<file path="src/rtl/tiler_pkg.sv">
// Shared definitions for the display tiler: writer FSM states, word-count helper
// and the feature-map geometry that both the writer and the tile readers rely on.
package tiler_pkg;

    typedef enum logic [1:0] {
        IDLE  = 2'd0,
        FILL  = 2'd1,
        FLUSH = 2'd2,
        DONE  = 2'd3
    } wr_state_t;

    localparam int unsigned FMAP_BASE_ADDR = 32'h000;
    localparam int unsigned FMAP_TILE_W    = 24;
    localparam int unsigned FMAP_TILE_H    = 24;
    localparam int unsigned FMAP_WORD_BITS = 256;
    localparam int unsigned FMAP_PIX_BITS  = 8;
    localparam int unsigned FMAP_ADDR_BITS = 12;

    // Number of BRAM words a w x h map occupies when packed ppw pixels per word.
    function automatic int unsigned words_for(input int unsigned w,
                                              input int unsigned h,
                                              input int unsigned ppw);
        return (w * h + ppw - 1) / ppw;
    endfunction

endpackage

</file>
<file path="src/rtl/pix_word_packer.sv">
// Lane accumulator: drops each accepted pixel into the next lane of a BRAM word
// and presents the word (including the pixel being accepted) combinationally.
module pix_word_packer #(
    parameter int unsigned WORD_BITS = 256,
    parameter int unsigned PIX_BITS  = 8
) (
    input  logic                 clk,
    input  logic                 srst,
    input  logic                 clr,
    input  logic                 pix_valid,
    input  logic [PIX_BITS-1:0]  pix_in,
    output logic [WORD_BITS-1:0] word_out,
    output logic                 word_full,
    output logic                 partial
);

    localparam int unsigned PPW = WORD_BITS / PIX_BITS;
    localparam int unsigned LW  = (PPW > 1) ? $clog2(PPW) : 1;

    logic [WORD_BITS-1:0] acc_q, acc_d;
    logic [LW-1:0]        lane_cnt_q, lane_cnt_d;

    // The incoming pixel is merged into its lane so a completing word can be
    // registered by the caller on the same edge that accepts the pixel.
    generate
        for (genvar gi = 0; gi < PPW; gi++) begin : g_lane
            assign word_out[gi*PIX_BITS +: PIX_BITS] =
                (pix_valid && (lane_cnt_q == LW'(gi))) ? pix_in
                                                       : acc_q[gi*PIX_BITS +: PIX_BITS];
        end
    endgenerate

    assign word_full = pix_valid && (lane_cnt_q == LW'(PPW - 1));
    // Pixels are sitting in a word that has not been handed off yet.
    assign partial   = pix_valid ? !word_full : (lane_cnt_q != '0);

    always_comb begin
        acc_d      = acc_q;
        lane_cnt_d = lane_cnt_q;
        if (clr) begin
            acc_d      = '0;
            lane_cnt_d = '0;
        end else if (pix_valid) begin
            if (word_full) begin
                acc_d      = '0;
                lane_cnt_d = '0;
            end else begin
                acc_d      = word_out;
                lane_cnt_d = lane_cnt_q + LW'(1);
            end
        end
    end

    always_ff @(posedge clk) begin
        if (srst) begin
            acc_q      <= '0;
            lane_cnt_q <= '0;
        end else begin
            acc_q      <= acc_d;
            lane_cnt_q <= lane_cnt_d;
        end
    end

endmodule

</file>
<file path="src/rtl/fmap_bram_writer.sv">
// Streams one raster feature map into BRAM port A, PPW pixels per word starting
// at BASE_ADDR, and reports completion and producer length mismatches.
module fmap_bram_writer
    import tiler_pkg::*;
#(
    parameter int unsigned BASE_ADDR = FMAP_BASE_ADDR,
    parameter int unsigned TILE_W    = FMAP_TILE_W,
    parameter int unsigned TILE_H    = FMAP_TILE_H,
    parameter int unsigned WORD_BITS = FMAP_WORD_BITS,
    parameter int unsigned PIX_BITS  = FMAP_PIX_BITS,
    parameter int unsigned ADDR_BITS = FMAP_ADDR_BITS
) (
    input  logic                 out_stream_aclk,
    input  logic                 periph_reset,
    input  logic                 start,
    input  logic [PIX_BITS-1:0]  s_pixel,
    input  logic                 s_valid,
    input  logic                 s_last,
    output logic                 s_ready,
    output logic                 bram_we,
    output logic [ADDR_BITS-1:0] bram_addr,
    output logic [WORD_BITS-1:0] bram_wdata,
    output logic                 busy,
    output logic                 done,
    output logic                 err_len
);

    localparam int unsigned PPW    = WORD_BITS / PIX_BITS;
    localparam int unsigned NPIX   = TILE_W * TILE_H;
    localparam int unsigned NWORDS = words_for(TILE_W, TILE_H, PPW);
    localparam int unsigned PCW    = $clog2(NPIX + 1);
    localparam int unsigned WCW    = $clog2(NWORDS + 1);

    generate
        if ((WORD_BITS % PIX_BITS) != 0) begin : g_bad_pix_bits
            $error("fmap_bram_writer: WORD_BITS must be a multiple of PIX_BITS");
        end
        if ((longint'(BASE_ADDR) + longint'(NWORDS)) > (longint'(1) << ADDR_BITS)) begin : g_bad_addr_range
            $error("fmap_bram_writer: map does not fit in the BRAM address space");
        end
    endgenerate

    wr_state_t            state_q, state_d;
    logic [PCW-1:0]       pix_cnt_q, pix_cnt_d;
    logic [WCW-1:0]       word_cnt_q, word_cnt_d;
    logic                 err_len_q, err_len_d;
    logic                 we_q, we_d;
    logic [ADDR_BITS-1:0] addr_q, addr_d;
    logic [WORD_BITS-1:0] wdata_q, wdata_d;

    logic                 accept;
    logic                 pk_clr;
    logic [WORD_BITS-1:0] pk_word;
    logic                 pk_full;
    logic                 pk_partial;
    logic                 last_pix;
    logic                 end_map;

    assign accept   = (state_q == FILL) && s_valid;
    assign last_pix = (pix_cnt_q == PCW'(NPIX - 1));
    assign end_map  = accept && (last_pix || s_last);

    pix_word_packer #(
        .WORD_BITS (WORD_BITS),
        .PIX_BITS  (PIX_BITS)
    ) u_packer (
        .clk       (out_stream_aclk),
        .srst      (periph_reset),
        .clr       (pk_clr),
        .pix_valid (accept),
        .pix_in    (s_pixel),
        .word_out  (pk_word),
        .word_full (pk_full),
        .partial   (pk_partial)
    );

    always_comb begin
        state_d    = state_q;
        pix_cnt_d  = pix_cnt_q;
        word_cnt_d = word_cnt_q;
        err_len_d  = err_len_q;
        we_d       = 1'b0;
        addr_d     = addr_q;
        wdata_d    = wdata_q;
        pk_clr     = 1'b0;

        unique case (state_q)
            IDLE: begin
                if (start) begin
                    state_d    = FILL;
                    pix_cnt_d  = '0;
                    word_cnt_d = '0;
                    err_len_d  = 1'b0;
                    pk_clr     = 1'b1;
                end
            end
            FILL: begin
                if (accept) begin
                    pix_cnt_d = pix_cnt_q + PCW'(1);
                    // The trailing partial word is registered on the same edge as the
                    // final pixel, so its write lands in FLUSH like a full word would.
                    if (pk_full || (end_map && pk_partial)) begin
                        we_d       = 1'b1;
                        addr_d     = ADDR_BITS'(BASE_ADDR) + ADDR_BITS'(word_cnt_q);
                        wdata_d    = pk_word;
                        word_cnt_d = word_cnt_q + WCW'(1);
                    end
                    if (end_map) begin
                        state_d = FLUSH;
                        if (last_pix != s_last) begin
                            err_len_d = 1'b1;
                        end
                    end
                end
            end
            FLUSH: begin
                state_d = DONE;
            end
            DONE: begin
                state_d = IDLE;
            end
            default: begin
                state_d = IDLE;
            end
        endcase
    end

    always_ff @(posedge out_stream_aclk) begin
        if (periph_reset) begin
            state_q    <= IDLE;
            pix_cnt_q  <= '0;
            word_cnt_q <= '0;
            err_len_q  <= 1'b0;
            we_q       <= 1'b0;
            addr_q     <= '0;
            wdata_q    <= '0;
        end else begin
            state_q    <= state_d;
            pix_cnt_q  <= pix_cnt_d;
            word_cnt_q <= word_cnt_d;
            err_len_q  <= err_len_d;
            we_q       <= we_d;
            addr_q     <= addr_d;
            wdata_q    <= wdata_d;
        end
    end

    assign s_ready    = (state_q == FILL);
    assign busy       = (state_q == FILL) || (state_q == FLUSH);
    assign done       = (state_q == DONE);
    assign err_len    = err_len_q;
    assign bram_we    = we_q;
    assign bram_addr  = addr_q;
    assign bram_wdata = wdata_q;

endmodule

</file>
<file path="config.mk">
export PLATFORM = sky130hd
export DESIGN_NAME = fmap_bram_writer
export DESIGN_NICKNAME = d
export VERILOG_FILES = /design/src/rtl/tiler_pkg.sv /design/src/rtl/pix_word_packer.sv /design/src/rtl/fmap_bram_writer.sv
export SDC_FILE = /design/constraint.sdc
export NUM_CORES = 1
export LEC_CHECK = 0
export ABC_AREA = 1
export BUFFER_PORTS_ARGS = -buffer_cell sky130_fd_sc_hd__buf_2
export CORE_ASPECT_RATIO = 0.5
export CORE_MARGIN = 8
export CORE_UTILIZATION = 30
export CTS_CLUSTER_DIAMETER = 200
export CTS_CLUSTER_SIZE = 25
export DETAILED_ROUTE_END_ITERATION = 8
export SKIP_LAST_GASP = 1
export SLEW_MARGIN = 30
export SYNTH_ARGS = -nofsm -noshare
export SYNTH_HDL_FRONTEND = slang
export SYNTH_HIERARCHICAL = 1
export SYNTH_SLANG_ARGS = --single-unit
</file>
<file path="constraint.sdc">
create_clock -name out_stream_aclk -period 3.3 [get_ports out_stream_aclk]
set_clock_uncertainty 0.15 [all_clocks]
set_input_delay 0.66 -clock out_stream_aclk [delete_from_list [all_inputs] [get_ports out_stream_aclk]]
set_output_delay 0.66 -clock out_stream_aclk [all_outputs]
set_load 0.02 [all_outputs]
</file>
; ---- Word-level counts from Yosys, hierarchy flattened
; Cells that the tools add are included.
[word_totals]
regBits = 541
out_inout_bits = 273
inputBits = 13
wordCells = 159
[classes]
n_reduce_logical = 50
n_mux = 54
add_sub_neg = 3
bitwise_logic = 2
n_eq_ne = 41
[op_table]
columns = operator, count
row1 = 2-to-1 mux 256 bit, 1
row2 = 2-to-1 mux 8 bit, 32
row3 = "== test 5 bit, second input constant", 16
row4 = "== test 5 x 4 -> 1 bit, second input constant", 8
row5 = logical AND 1 bit, 35
row6 = "== test 5 x 3 -> 1 bit, second input constant", 4
row7 = 2-to-1 mux 10 bit, 2
row8 = 2-to-1 mux 5 bit, 4
row9 = case mux 10 bit (2 select lines), 1
row10 = "adder 10 x 1 -> 10 bit, second input constant", 1
row11 = "adder 5 x 1 -> 5 bit, second input constant", 2
row12 = "== test 10 bit, second input constant", 1
row13 = "== test 5 x 2 -> 1 bit, second input constant", 2
row14 = case mux 5 bit (2 select lines), 1
row15 = AND reduction 3 bit, 3
row16 = 2-to-1 mux 1 bit, 8
row17 = "!= test 2 x 1 -> 1 bit, second input constant", 4
row18 = case mux 2 bit (4 select lines), 1
row19 = 2-to-1 mux 2 bit, 3
row20 = "== test 5 x 1 -> 1 bit, second input constant", 1
row21 = zero test 5 bit, 1
row22 = AND reduction 5 bit, 1
row23 = nonzero test 5 bit, 1
row24 = "== test 2 bit, second input constant", 2
row25 = other kinds (12), 15

; ---- Longest topological paths before layout
[depth]
depth_word = 10
ltp_mapped = 18
ltp_nobuf = 14

; ---- Hierarchy
; The synthesis kept the hierarchy.
[by_module_without_submodules]
columns = module, area_each_um2, cells_each, seq_area_each_um2, n_inst
row1 = pix_word_packer, 13573.0, 1935, 5225.0, 1
row2 = fmap_bram_writer, 11125.7, 1318, 5605.4, 1

; ---- Worst setup path after synthesis
; Ideal clock, no wire load.
[synth_timing]
kind = register to register
start = register state_q[1]
end = register wdata_q[136] (netlist: bram_wdata[136])
t_arrival_ns = 2.821
t_required_ns = 3.079
setup_time_ns = 0.071
slack_ns = 0.258
synth_period_minus_slack_ns = 3.042
stages_incl_launch_ff = 19
path_buffers = 6
cell_sequence = dfxtp_1 inv_1 ha_1 nand2_1 inv_2 buf_4 clkbuf_1 buf_4 nand2_1 clkbuf_1 nand2_1 inv_1 nand3_2 nand2_2 nand2_2 buf_2 buf_2 nand2_1 a21oi_2
[synth_between]
elab_chain_cells = 8
word_cells_on_any_way = 11
cone_classes = eq/ne: 1 / mux: 2 / reduce/logical: 8
[synth_lines]
columns = item, line_no
row1 = from (decl), fmap_bram_writer.sv:43  ; wr_state_t state_q, state_d;
row2 = from (signal assigned), fmap_bram_writer.sv:138  ; state_q <= state_d;
row3 = == test 2 x 1 -> 1 bit (*), --
row4 = via s_ready, fmap_bram_writer.sv:19  ; output logic s_ready,
row5 = logical AND 1 bit (*), fmap_bram_writer.sv:59  ; assign accept = (state_q == FILL) && s_valid;
row6 = via accept, fmap_bram_writer.sv:51  ; logic accept;
row7 = logical AND 1 bit, pix_word_packer.sv:33  ; assign word_full = pix_valid && (lane_cnt_q == LW'(PPW - 1));
row8 = zero test 1 bit, pix_word_packer.sv:35  ; assign partial = pix_valid ? !word_full : (lane_cnt_q != '0);
row9 = 2-to-1 mux 1 bit (*), pix_word_packer.sv:35
row10 = via pk_partial, fmap_bram_writer.sv:55  ; logic pk_partial;
row11 = logical AND 1 bit (*), fmap_bram_writer.sv:102  ; if (pk_full || (end_map && pk_partial)) begin
row12 = logical OR 1 bit (*), fmap_bram_writer.sv:102
row13 = AND reduction 3 bit (no line) (*), --
row14 = to (signal assigned), fmap_bram_writer.sv:144  ; wdata_q <= wdata_d;
row15 = to (decl), fmap_bram_writer.sv:49  ; logic [WORD_BITS-1:0] wdata_q, wdata_d;
; The timed path passes the listed nets; every way through them passes the cells marked *.
; A chain may end at the register's enable or synchronous reset.

; ---- Final worst setup path
[layout_timing]
start = register pix_cnt_q[0]
end = register wdata_q[106] (netlist: bram_wdata[106])
[layout_between]
elab_chain_cells = 6
[layout_lines]
columns = item, line_no
row1 = from (decl), fmap_bram_writer.sv:44  ; logic [PCW-1:0] pix_cnt_q, pix_cnt_d;
row2 = from (signal assigned), fmap_bram_writer.sv:139  ; pix_cnt_q <= pix_cnt_d;
row3 = == test 10 bit, fmap_bram_writer.sv:60  ; assign last_pix = (pix_cnt_q == PCW'(NPIX - 1));
row4 = logical OR 1 bit, fmap_bram_writer.sv:61  ; assign end_map = accept && (last_pix || s_last);
row5 = logical AND 1 bit, fmap_bram_writer.sv:61
row6 = logical AND 1 bit, fmap_bram_writer.sv:102
row7 = logical OR 1 bit, fmap_bram_writer.sv:102
row8 = AND reduction 3 bit (no line), --
; No other way between the ends.

==> results.toml <==
[synthesis]
average_instance_area_after_synthesis_um2 = 7.59
synthesis.yosys.warnings = 6
ys.flop_type = "sky130_fd_sc_hd__dfxtp_1"
synth_largest_type_area_fraction_pct = 43.9
synth-async-reset-ratio_pct = 0
yosys.cell_count.top_type = "sky130_fd_sc_hd__nand2_1"
post_synth_top_cells = "675 x sky130_fd_sc_hd__nand2_1, 541 x sky130_fd_sc_hd__dfxtp_1, 417 x sky130_fd_sc_hd__nand3_1"
post_synth_edffs = 0
synth-seq-area-share_pct = 43.9
syn-instance-count = 3253
synth_area_leaders = "sky130_fd_sc_hd__dfxtp_1 44%, sky130_fd_sc_hd__nand2_1 10%, sky130_fd_sc_hd__nand3_1 8.4%"
post_synth_num_cell_types = 32
syn-cell-area_mm2 = 0.0247
synth_area_leader_cell = "sky130_fd_sc_hd__dfxtp_1"
yosys_register_bits = 541

[power]
power_uw = 11800
worst_ir_drop_vdd_v = 0.000525
power.density_cell_area_mw_per_mm2 = 429
p_leak_uw = 0.0109

[flow_run]
cap_viol_max_count = 0

[route]
route.detailed.vias_per_inst = 4.80
vias = 21500
drt_wl_total_mm = 75.1
route.antenna.remaining_nets = 0
wl_per_cell_um = 16.8
number_of_violations_reported_at_the_end_of_detailed_routing_iteration_0 = 1531
remaining_design_rule_violation_count = 0
detail_route.first_pass.iterations = 6

[global_route]
grt_total_usage_pct = 15.3
total_congestion_overflow = 0
wire_length_of_the_first_global_routing_pass_mm = 116
antenna_violations_before_repair = 0
maximum_number_of_pins_on_one_net_before_global_route_repair = 144
grt_pass1_vias = 20500

[worst_setup_path]
critical_path.reg2reg.startpoint = "pix_cnt_q[0]"
worst_path_largest_cell_delay_ns = 0.39
worst_ep_arrival_time_ns = 3.19
setup.worst_path.class = "register to register"
cp_launch_type = "register"
critical_path.reg2reg.endpoint = "bram_wdata[106]"
r2r_slack_ns = 0.45
sort_of_element_at_the_end_of_the_critical_path = "register"
critical_path_top_delay_cell = "sky130_fd_sc_hd__dfxtp_1"
worst-r2r-cell-count = 12
path_max_fanout = 68
cp.required_ns = 3.64
crit_path_cell_trace = "ha_1 > nand2_1 > nor2_1 > nand4_1 > ha_1 > inv_1 > nand3_2 > nand2_8 > buf_12 > buf_4 > nand3_2 > a21oi_1"

[sta]
worst_slack_ns = 0.446
report.final.setup_viol = 0
timing_worst_slew_pin_value_ns = 0.868
final_worst_path_period_need_ns = 2.85
maxSlewHeadroom_pct = 42.0
period_share_pct = 86.5
max_freq_mhz = 350
final_hold_viol_count = 0
unrepaired_setup_endpoints_after_global_routing = "false"
tightest_hold_margin_ns = 0.297
setup-tns-final_ns = 0
final_max_slew_viol_count = 0

[floorplan]
ioPinCount = 286
die_height_um = 219
core_mm2 = 0.0816
floorplan.die.width_um = 422
die_area_mm2 = 0.0923
initial_utilization_pct = 30.3
core.rowCount = 74

[clock_network]
root_buffer = "sky130_fd_sc_hd__clkbuf_16"
cts_setup_buffers = 0
cts.sinks = 541
cts_tree = "built"
post_cts_resize_count = 0
hold_buffers = 0
ctsLongestPathBuffers = 3
cts_htree_levels = 1
worst_setup_hold_path_clk_slew_ns = 0.11
numCtsBuffers = 25
worst_skew_pair.late_latency_ns = 0.59

[placement]
post-place-ws_ns = 0.431
place_hpwl_mm = 49.5
routabilityCongestion = 0.794
io_buffer_count = 278

[status]
outcome = "finished clean"

[min_path]
worstHoldEndpoint = "u_packer/acc_q[252]"
hp-class = "register to register"
worstHoldStart = "u_packer/acc_q[252]"
min_path_cells = 2

[finish]
drive_above_1_share_pct = 16.4
num_antenna_cells = 0
final_net_count = 3403
synthToLayoutAreaGrowth_pct = 11.5
final_core_utilization_pct = 33.8
fillerInstances = 8575
-- worst max-delay path: cells and delay by family, from the launching register on --
family | cells | cell delay, ns
flip-flops | 1 | 0.39
AND/OR/NAND/NOR | 6 | 0.78
AO/OA/AOI/OAI | 1 | 0.18
adder cells (fa/ha/maj) | 2 | 0.39
buffers and inverters | 3 | 0.77
-- cell families after synthesis --
group,synth area share [%]
AOI/OAI and AO/OA,8.28
adders and majority gates,0.659
buffers and inverters,9.13
DFF,43.9
other,0.0152
and+or+nand+nor,38.1
-- worst max path at each step --
stage / startpoint / slack (ns) / to / cells after the start
after floorplan: state_q[1] / 0.26 / bram_wdata[136] / 18
after global placement: s_valid / 0.45 / bram_wdata[242] / 12
after detailed placement: s_valid / 0.43 / u_packer/acc_q[116] / 8
after CTS: pix_cnt_q[0] / 0.48 / bram_wdata[106] / 12
after global routing: pix_cnt_q[0] / 0.19 / bram_wdata[109] / 12
final: pix_cnt_q[0] / 0.45 / bram_wdata[106] / 12
-- layer usage --
metal	wire length, um	share of wire (%)	global-route usage, %
met5	0	0	0
met4	2270	3.0	4.50
met3	2700	3.6	1.74
met2	38600	51	28.5
met1	31500	42	18.5
-- metrics by stage --
step	std cells	cell area, um2
after floorplan	3259	24700
after global placement	4452	26900
after detailed placement	4452	26900
after CTS	4478	27500
after global routing	4478	27500
final	4478	27500
-- registers in the layout (all words and copies together) (netlist names) --
register / cells
u_packer/lane_cnt_q: 5
word_cnt_q: 5
err_len: 1
bram_we: 1
u_packer/acc_q: 256
bram_wdata: 256
pix_cnt_q: 10
bram_addr: 5
state_q: 2
-- area by class of cell --
class	instances	area, um2	area share, %
Multi-Input combinational cell	2232	11700	42.4
Timing Repair Buffer	337	2110	7.64
Tap cell	1102	1380	5.00
Clock inverter	1	11.3	0.0409
Clock buffer	25	626	2.27
Inverter	240	916	3.32
Sequential cell	541	10800	39.3
-- cell usage in the layout, fill, tap and decap left out, types with 7 or more instances in the layout --
cell type / n
sky130_fd_sc_hd__buf_12: 21
sky130_fd_sc_hd__clkbuf_16: 25
sky130_fd_sc_hd__nand3_4: 11
sky130_fd_sc_hd__nor3_1: 13
sky130_fd_sc_hd__o21ai_0: 25
sky130_fd_sc_hd__nor2_4: 16
sky130_fd_sc_hd__inv_2: 14
sky130_fd_sc_hd__and2_1: 240
sky130_fd_sc_hd__a21oi_1: 264
sky130_fd_sc_hd__buf_2: 277
sky130_fd_sc_hd__dfxtp_1: 541
sky130_fd_sc_hd__nand4_1: 69
sky130_fd_sc_hd__nand2_1: 674
sky130_fd_sc_hd__nor2_1: 267
sky130_fd_sc_hd__nand3_2: 115
sky130_fd_sc_hd__buf_4: 38
sky130_fd_sc_hd__nand3_1: 417
sky130_fd_sc_hd__o21bai_1: 65
sky130_fd_sc_hd__nor2_8: 9
sky130_fd_sc_hd__conb_1: 7
sky130_fd_sc_hd__ha_1: 13
sky130_fd_sc_hd__inv_1: 220
sky130_fd_sc_hd__nand2_2: 7
sky130_fd_sc_hd__a21oi_2: 10
-- power by group --
part / internal, uW / switching (uW) / total, uW
clock network: 1370 / 2120 / 3490
registers: 6580 / 38.2 / 6620
logic: 328 / 1390 / 1720
total: 8280 / 3550 / 11800
(Power assumes the default switching activity.)
